File: config.mk
export PLATFORM = sky130hd
export DESIGN_NAME = key_conditioner
export DESIGN_NICKNAME = d
export VERILOG_FILES = /design/src/rtl/key_cond_pkg.sv /design/src/rtl/key_debounce_channel.sv /design/src/rtl/key_conditioner.sv
export SDC_FILE = /design/constraint.sdc
export NUM_CORES = 1
export LEC_CHECK = 0
export BUFFER_PORTS_ARGS = -buffer_cell sky130_fd_sc_hd__buf_2
export CAP_MARGIN = 20
export CORE_UTILIZATION = 48
export CTS_CLUSTER_SIZE = 25
export DETAILED_ROUTE_END_ITERATION = 8
export PLACE_DENSITY_LB_ADDON = 0.1
export SLEW_MARGIN = 20
export SYNTH_ARGS = -nofsm -noshare
export SYNTH_HDL_FRONTEND = slang
export SYNTH_SLANG_ARGS = --single-unit
File: constraint.sdc
create_clock -name clk -period 2.8 [get_ports clk]
set_clock_uncertainty 0.15 [all_clocks]
set_input_delay 0.56 -clock clk [delete_from_list [all_inputs] [get_ports clk]]
set_output_delay 0.56 -clock clk [all_outputs]
set_load 0.01 [all_outputs]
File: src/rtl/key_cond_pkg.sv
// Shared types and sizing helpers for the push-button conditioner.
package key_cond_pkg;

  typedef enum logic [1:0] {
    ST_IDLE         = 2'd0,
    ST_PRESS_WAIT   = 2'd1,
    ST_HELD         = 2'd2,
    ST_RELEASE_WAIT = 2'd3
  } key_state_e;

  localparam int DEBOUNCE_MAX = (1 << 20) - 1;

  // Width that holds the largest of the three cycle counts without wrapping.
  function automatic int cnt_width(input int a, input int b, input int c);
    int m;
    m = a;
    if (b > m) m = b;
    if (c > m) m = c;
    return $clog2(m + 1);
  endfunction

endpackage

File: src/rtl/key_debounce_channel.sv
// One push-button channel: 2-flop synchronizer, debounce FSM, registered pulses.
// Auto-repeat while held is built only when KEY_CONDITIONER_REPEAT_EN is defined.
//
// state            | meaning
// ST_IDLE          | released, waiting for a low sample
// ST_PRESS_WAIT    | low seen, counting stable-low cycles
// ST_HELD          | debounced pressed (repeat timer runs here when enabled)
// ST_RELEASE_WAIT  | high seen while held, counting stable-high cycles
module key_debounce_channel
  import key_cond_pkg::*;
#(
  parameter int DEBOUNCE_CYCLES = 500000,
  parameter int REPEAT_DELAY    = 25000000,
  parameter int REPEAT_PERIOD   = 5000000
) (
  input  logic clk,
  input  logic rst_n,
  input  logic key_n_i,
  output logic press_o,
  output logic release_o,
  output logic held_o
);

  localparam int CW = cnt_width(DEBOUNCE_CYCLES, REPEAT_DELAY, REPEAT_PERIOD);
  localparam logic [CW-1:0] DEB_LAST = CW'(DEBOUNCE_CYCLES - 1);

  logic [1:0]    sync_q;
  key_state_e    state_q, state_d;
  logic [CW-1:0] cnt_q, cnt_d;
  logic          press_q, press_d;
  logic          release_q, release_d;
  logic          held_q, held_d;
  logic          key_low;

`ifdef KEY_CONDITIONER_REPEAT_EN
  localparam logic [CW-1:0] RPT_FIRST = CW'(REPEAT_DELAY - 1);
  localparam logic [CW-1:0] RPT_NEXT  = CW'(REPEAT_PERIOD - 1);
  logic [CW-1:0] rpt_q, rpt_d;
  logic          rpt_armed_q, rpt_armed_d;
`endif

  assign key_low = ~sync_q[1];

  always_comb begin
    state_d   = state_q;
    cnt_d     = cnt_q;
    press_d   = 1'b0;
    release_d = 1'b0;
    held_d    = held_q;
`ifdef KEY_CONDITIONER_REPEAT_EN
    rpt_d       = rpt_q;
    rpt_armed_d = rpt_armed_q;
`endif
    case (state_q)
      ST_IDLE: begin
        if (key_low) begin
          state_d = ST_PRESS_WAIT;
          cnt_d   = '0;
        end
      end
      ST_PRESS_WAIT: begin
        if (!key_low) begin
          state_d = ST_IDLE;
          cnt_d   = '0;
        end else if (cnt_q == DEB_LAST) begin
          state_d = ST_HELD;
          cnt_d   = '0;
          press_d = 1'b1;
          held_d  = 1'b1;
`ifdef KEY_CONDITIONER_REPEAT_EN
          rpt_d       = '0;
          rpt_armed_d = 1'b0;
`endif
        end else begin
          cnt_d = cnt_q + CW'(1);
        end
      end
      ST_HELD: begin
        if (!key_low) begin
          state_d = ST_RELEASE_WAIT;
          cnt_d   = '0;
        end
`ifdef KEY_CONDITIONER_REPEAT_EN
        // Repeat timer freezes in RELEASE_WAIT so a bounce does not restart it.
        else if ((!rpt_armed_q && rpt_q == RPT_FIRST) || (rpt_armed_q && rpt_q == RPT_NEXT)) begin
          press_d     = 1'b1;
          rpt_d       = '0;
          rpt_armed_d = 1'b1;
        end else begin
          rpt_d = rpt_q + CW'(1);
        end
`endif
      end
      ST_RELEASE_WAIT: begin
        if (key_low) begin
          state_d = ST_HELD;
          cnt_d   = '0;
        end else if (cnt_q == DEB_LAST) begin
          state_d   = ST_IDLE;
          cnt_d     = '0;
          release_d = 1'b1;
          held_d    = 1'b0;
        end else begin
          cnt_d = cnt_q + CW'(1);
        end
      end
      default: begin
        state_d = ST_IDLE;
        cnt_d   = '0;
        held_d  = 1'b0;
      end
    endcase
  end

  always_ff @(posedge clk or negedge rst_n) begin
    if (!rst_n) begin
      sync_q    <= 2'b11;
      state_q   <= ST_IDLE;
      cnt_q     <= '0;
      press_q   <= 1'b0;
      release_q <= 1'b0;
      held_q    <= 1'b0;
    end else begin
      sync_q    <= {sync_q[0], key_n_i};
      state_q   <= state_d;
      cnt_q     <= cnt_d;
      press_q   <= press_d;
      release_q <= release_d;
      held_q    <= held_d;
    end
  end

`ifdef KEY_CONDITIONER_REPEAT_EN
  always_ff @(posedge clk or negedge rst_n) begin
    if (!rst_n) begin
      rpt_q       <= '0;
      rpt_armed_q <= 1'b0;
    end else begin
      rpt_q       <= rpt_d;
      rpt_armed_q <= rpt_armed_d;
    end
  end
`endif

  assign press_o   = press_q;
  assign release_o = release_q;
  assign held_o    = held_q;

endmodule

File: src/rtl/key_conditioner.sv
// N_KEYS independent debounced push-button channels plus a combined event flag.
// Define KEY_CONDITIONER_REPEAT_EN to add auto-repeat press pulses while held.
module key_conditioner
  import key_cond_pkg::*;
#(
  parameter int N_KEYS          = 4,
  parameter int DEBOUNCE_CYCLES = 500000,
  parameter int REPEAT_DELAY    = 25000000,
  parameter int REPEAT_PERIOD   = 5000000
) (
  input  logic              clk,
  input  logic              rst_n,
  input  logic [N_KEYS-1:0] key_n,
  output logic [N_KEYS-1:0] press_pulse,
  output logic [N_KEYS-1:0] release_pulse,
  output logic [N_KEYS-1:0] held,
  output logic              any_event
);

  for (genvar g = 0; g < N_KEYS; g++) begin : g_ch
    key_debounce_channel #(
      .DEBOUNCE_CYCLES(DEBOUNCE_CYCLES),
      .REPEAT_DELAY   (REPEAT_DELAY),
      .REPEAT_PERIOD  (REPEAT_PERIOD)
    ) u_ch (
      .clk      (clk),
      .rst_n    (rst_n),
      .key_n_i  (key_n[g]),
      .press_o  (press_pulse[g]),
      .release_o(release_pulse[g]),
      .held_o   (held[g])
    );
  end

  // Inputs are all flop outputs, so this stays aligned with the pulses.
  assign any_event = |{press_pulse, release_pulse};

endmodule

=== Yosys cells after proc, flatten, opt, wreduce, memory -nomap -nowiden ===
Index checks and enable logic that the tools add are counted.
W data, S select, Z words.

* Add/sub/neg operators: 4
* Equality and inequality tests: 48
* Multiplexer cells: 92
* Reductions and logical operators: 21

{| class="wikitable"
|+ Operators by type and width
! operator !! number
|-
| $mux W25 || 20
|-
| $pmux W25 S4 || 4
|-
| $add A25 B1 Y25 const B || 4
|-
| $eq A25 B19 Y1 const B || 4
|-
| $mux W2 || 24
|-
| $mux W1 || 36
|-
| $ne A2 B1 Y1 const B || 16
|-
| $pmux W2 S4 || 4
|-
| $reduce_and A5 Y1 || 4
|-
| $eq A2 B2 Y1 const B || 8
|-
| $ne A2 B2 Y1 const B || 8
|-
| $reduce_and A4 Y1 || 4
|-
| $ne A3 B1 Y1 const B || 4
|-
| $ne A3 B3 Y1 const B || 4
|-
| $eq A2 B1 Y1 const B || 4
|-
| $logic_not A2 Y1 || 4
|-
| $pmux W1 S2 || 4
|-
| $reduce_and A2 Y1 || 4
|-
| $reduce_bool A2 Y1 || 4
|-
| $reduce_or A8 Y1 || 1
|}

* Bits in registers: 128
* Bits of input ports: 6
* Output and inout bits: 13

=== Depth between registers and ports, before layout ===
* Depth after elaboration: 4
* Depth in mapped cells: 8

=== Cells and area by module ===
Synthesis repeated with hierarchy kept, for this count alone.

* Cell total of the unflattened synthesis: 754
* Area, all modules: 6922.9 um2

{| class="wikitable"
|+ By module, submodules not included
! module !! times used !! cells an instance !! area each (um2)
|-
| key_debounce_channel (g_ch[0].u_ch ...) || 3 || 190 || 1729.2
|-
| key_debounce_channel (g_ch[3].u_ch) || 1 || 181 || 1719.1
|-
| key_conditioner || 1 || 3 || 16.3
|}

=== Worst setup path after synthesis ===
Ideal clock, no wire load.

* Path type: reg2reg
* From: register g_ch[1].u_ch.cnt_q[0]
* To: register g_ch[1].u_ch.cnt_q[16]
* Library setup time: 118 ps
* Data arrival time: 1986 ps
* Path slack: 546 ps
* Stages on the path, launching flop included: 9
* Path buffers: 2
* Clock period less this slack: 2254 ps
* Cell sequence: dfrtp_1 > ha_1 > nand4_2 > or3_4 > o31a_1 > buf_6 > buf_6 > a21o_1 > a21o_1

* Longest elaborated chain between the ends: 4

{| class="wikitable"
|+ RTL lines
! item !! RTL line !! RTL
|-
| start: declaration || key_debounce_channel.sv:29 || <nowiki>logic [CW-1:0] cnt_q, cnt_d;</nowiki>
|-
| start signal: assignment || key_debounce_channel.sv:126 || <nowiki>cnt_q <= cnt_d;</nowiki>
|-
| $add A25 B1 Y25 / $eq A25 B19 Y1 (equally long branches) || - ||
|-
| $mux W25 * || key_debounce_channel.sv:65, key_debounce_channel.sv:98 ||
|-
| $mux W25 (on tied branches) || key_debounce_channel.sv:95, key_debounce_channel.sv:62 ||
|-
| $pmux W25 S4 * || key_debounce_channel.sv:54 || <nowiki>case (state_q)</nowiki>
|}

Every way passes the cells marked *; elsewhere a longest branch is shown, timed or not.
A chain may end at the register's enable or synchronous reset.

=== Worst setup path in the final report ===
* From: register g_ch[1].u_ch.cnt_q[0]
* To: register g_ch[1].u_ch.cnt_q[4]

Same word-level chain as after synthesis.

==> results_dict.tcl <==
set metrics [dict create \
    post-route-min-period_ns 2.59 \
    ys_types 61 \
    vias 5544 \
    die_w_um 121 \
    fin_cells 902 \
    r2r_setup_slack_ns 0.21 \
    grt_max_degree 46 \
    final_max_slew_viol_count 0 \
    setup_viol 0 \
    nFillCells 1183 \
    ys_warn_count 0 \
    hold_path_end "g_ch[2].u_ch.sync_q[0]$_DFF_PN1_" \
    grt_remaining_overflow 0 \
    drive_gt1_frac 0.120 \
    max_freq_mhz 386 \
    synth_area_leaders "dfrtp_1 (44%), a31oi_1 (5.2%), nand2_1 (4.0%)" \
    cts.sinks 128 \
    critical_path_class "register to register" \
    avgRoutedWirePerCell_um 16.3 \
    async_flop_share 1.00 \
    dp_hpwl_um 9850 \
    synth_ff_type "dfrtp_1" \
    die_h_um 121 \
    wl_um 14700 \
    post_cts_buffers 0 \
    clock_path_buffers 2 \
    max-slew-margin-rel 0.421 \
    clockRootBuffer "clkbuf_16" \
    synth_commonest_cells "dfrtp_1 (120), nand2_1 (72), a31oi_1 (56)" \
    rows 42 \
    nets 723 \
    cts_tree "done" \
    period_share 0.925 \
    max_cap_viol_count 0 \
    die-area_um2 14600 \
    postRouteAntennaNets 0 \
    clkTransAtPathRegs_ns 0.06 \
    via_per_inst 6.15 \
    powerDensity_nw_per_um2 630 \
    end_kind "register" \
    io_buffers 18 \
    start_util 0.500 \
    yosys.area.top_type_share 0.444 \
    syn_to_final_growth_pct 12.0 \
    synth-edff-count 0 \
    netlist_instances 716 \
    ys_seq_area_frac 0.475 \
    min_from "key_n[2]" \
    first_pass_iters 5 \
    route.detailed.drc 0 \
    p_leak_nw 3.24 \
    start_kind "register" \
    status "finished, final reports clean" \
    crit_arrival_ns 2.75 \
    grt_pass1_vias 5311 \
    num_io_pins 19 \
    syn-cell-area_um2 6760 \
    r2r-start "g_ch[1].u_ch.cnt_q[0]$_DFFE_PN0P_" \
    cts_made_buffers 17 \
    min_path_cells 1 \
    tightest_slew_ns 0.865 \
    insertion_delay_ns 0.42 \
    crit_fanout 23 \
    rsz0062_at_grt "no" \
    irDropWorstVdd_mv 0.526 \
    antenna_found_initial 0 \
    grt_pass1_wl_um 25800 \
    hold_violations 0 \
    dp_cells 869 \
    drt_iter0_drc 469 \
    diodes 0 \
    cp.required_ns 2.96 \
    ys_ff_latch 128 \
    grt_use_total 0.223 \
    fin_setup_tns_ns 0 \
    coreArea_um2 13500 \
    syn_nets 726 \
    synth_area_per_cell_um2 9.44 \
    synth_area_leader_cell "dfrtp_1" \
    synth.most_common_cell "dfrtp_1" \
    place_congestion 0.822 \
    worstHoldPathType "primary input to register" \
    timing.rr.end "g_ch[1].u_ch.cnt_q[4]$_DFFE_PN0P_" \
    worst_r2r_path_depth 7 \
    h-tree-depth 4 \
]
state kept, by name (all words and copies together) (netlist names), named ones only:
| signal | count |
|---|---|
| g_ch.u_ch.cnt_q | 100 |
| g_ch.u_ch.sync_q | 8 |
| g_ch.u_ch.held_o | 4 |
| g_ch.u_ch.press_o | 4 |
| g_ch.u_ch.release_o | 4 |
| g_ch.u_ch.state_q | 4 |
cell usage in the layout, fill, tap and decap left out, drive strengths merged, types with 8 or more instances in the layout:
cell type,Yosys,final
a21o,16,16
a21oi,43,43
a22o,9,9
a31oi,56,56
a41oi,18,18
and3,12,12
and4,12,12
buf,31,29
clkbuf,21,19
dfrtp,120,120
dfstp,8,8
inv,15,16
mux2i,11,11
nand2,72,72
nand2b,13,13
nand3,50,50
nand4,29,29
nor2,38,38
nor3,21,21
nor4,21,21
o21ai,20,20
xor2,8,8
kinds of logic after synthesis:
| family | Yosys count | share of synthesized area |
|---|---|---|
| multiplexers | 13 | 0.0196 |
| buffers and inverters | 67 | 0.0513 |
| AO/OA/AOI/OAI | 192 | 0.190 |
| AND/OR/NAND/NOR | 298 | 0.238 |
| flip-flops | 128 | 0.475 |
| adder cells (fa/ha/maj) | 4 | 0.00741 |
| XOR/XNOR | 14 | 0.0181 |
critical path: stages, from the launching register on:
cell     delay (ns)
dfrtp_1        0.41
ha_1           0.24
nand4_2        0.20
or3_4          0.43
o31a_1         0.47
buf_12         0.24
a21o_1         0.17
a22o_1         0.17
how the worst max path moves through the flow:
stage / start / endpoint / slack (ns) / cells past startpoint
floorplan: g_ch[1].u_ch.cnt_q[0]$_DFFE_PN0P_ / g_ch[1].u_ch.cnt_q[16]$_DFFE_PN0P_ / 0.55 / 8
global placement: g_ch[1].u_ch.cnt_q[0]$_DFFE_PN0P_ / g_ch[1].u_ch.cnt_q[4]$_DFFE_PN0P_ / 0.29 / 7
detailed placement: g_ch[1].u_ch.cnt_q[0]$_DFFE_PN0P_ / g_ch[1].u_ch.cnt_q[4]$_DFFE_PN0P_ / 0.24 / 7
CTS: g_ch[1].u_ch.cnt_q[0]$_DFFE_PN0P_ / g_ch[1].u_ch.cnt_q[4]$_DFFE_PN0P_ / 0.23 / 7
global route: g_ch[1].u_ch.cnt_q[0]$_DFFE_PN0P_ / g_ch[1].u_ch.cnt_q[3]$_DFFE_PN0P_ / 0.10 / 7
finish: g_ch[1].u_ch.cnt_q[0]$_DFFE_PN0P_ / g_ch[1].u_ch.cnt_q[4]$_DFFE_PN0P_ / 0.21 / 7
final cells by class:
type                       instances  area [um2]  share of cell area
sequential                       128        3210               0.425
multi-input combinational        521        3210               0.424
clock buffer                      19         453              0.0598
timing repair buffer              30         235              0.0311
tap                              176         220              0.0291
clock inverter                    13         185              0.0245
inverter                          15        56.3             0.00744
power breakdown:
group          leakage, nW  internal, W  switching [W]
sequential            1.74      0.00191      0.0000779
clock                0.309      0.00154       0.000843
combinational         1.19     0.000146       0.000249
what timing repair did:
item                      in CTS  in global routing
gates resized for setup        0                  0
hold endpoints to repair      10                  0
hold buffers                   1                  0
metrics by stage:
step	cell area (um2)	setup slack, ns	utilization	hold slack [ns]	total power [W]
2_1_floorplan	6760	0.546	-	0.114	0.00229
3_3_place_gp	6920	0.291	0.512	0.196	0.00240
3_5_place_dp	6920	0.238	0.512	0.197	0.00241
4_1_cts	7570	0.226	0.560	0.0687	0.00481
5_1_grt	7570	0.100	0.560	0.0681	0.00495
6_report	7570	0.211	0.560	0.0892	0.00476
routing by layer:
metal	track usage	routed length, um
met4	0.0779	193
met3	0.0495	518
met5	0	0
met2	0.343	6780
met1	0.311	7220
Power figures use the tool's default switching activity.
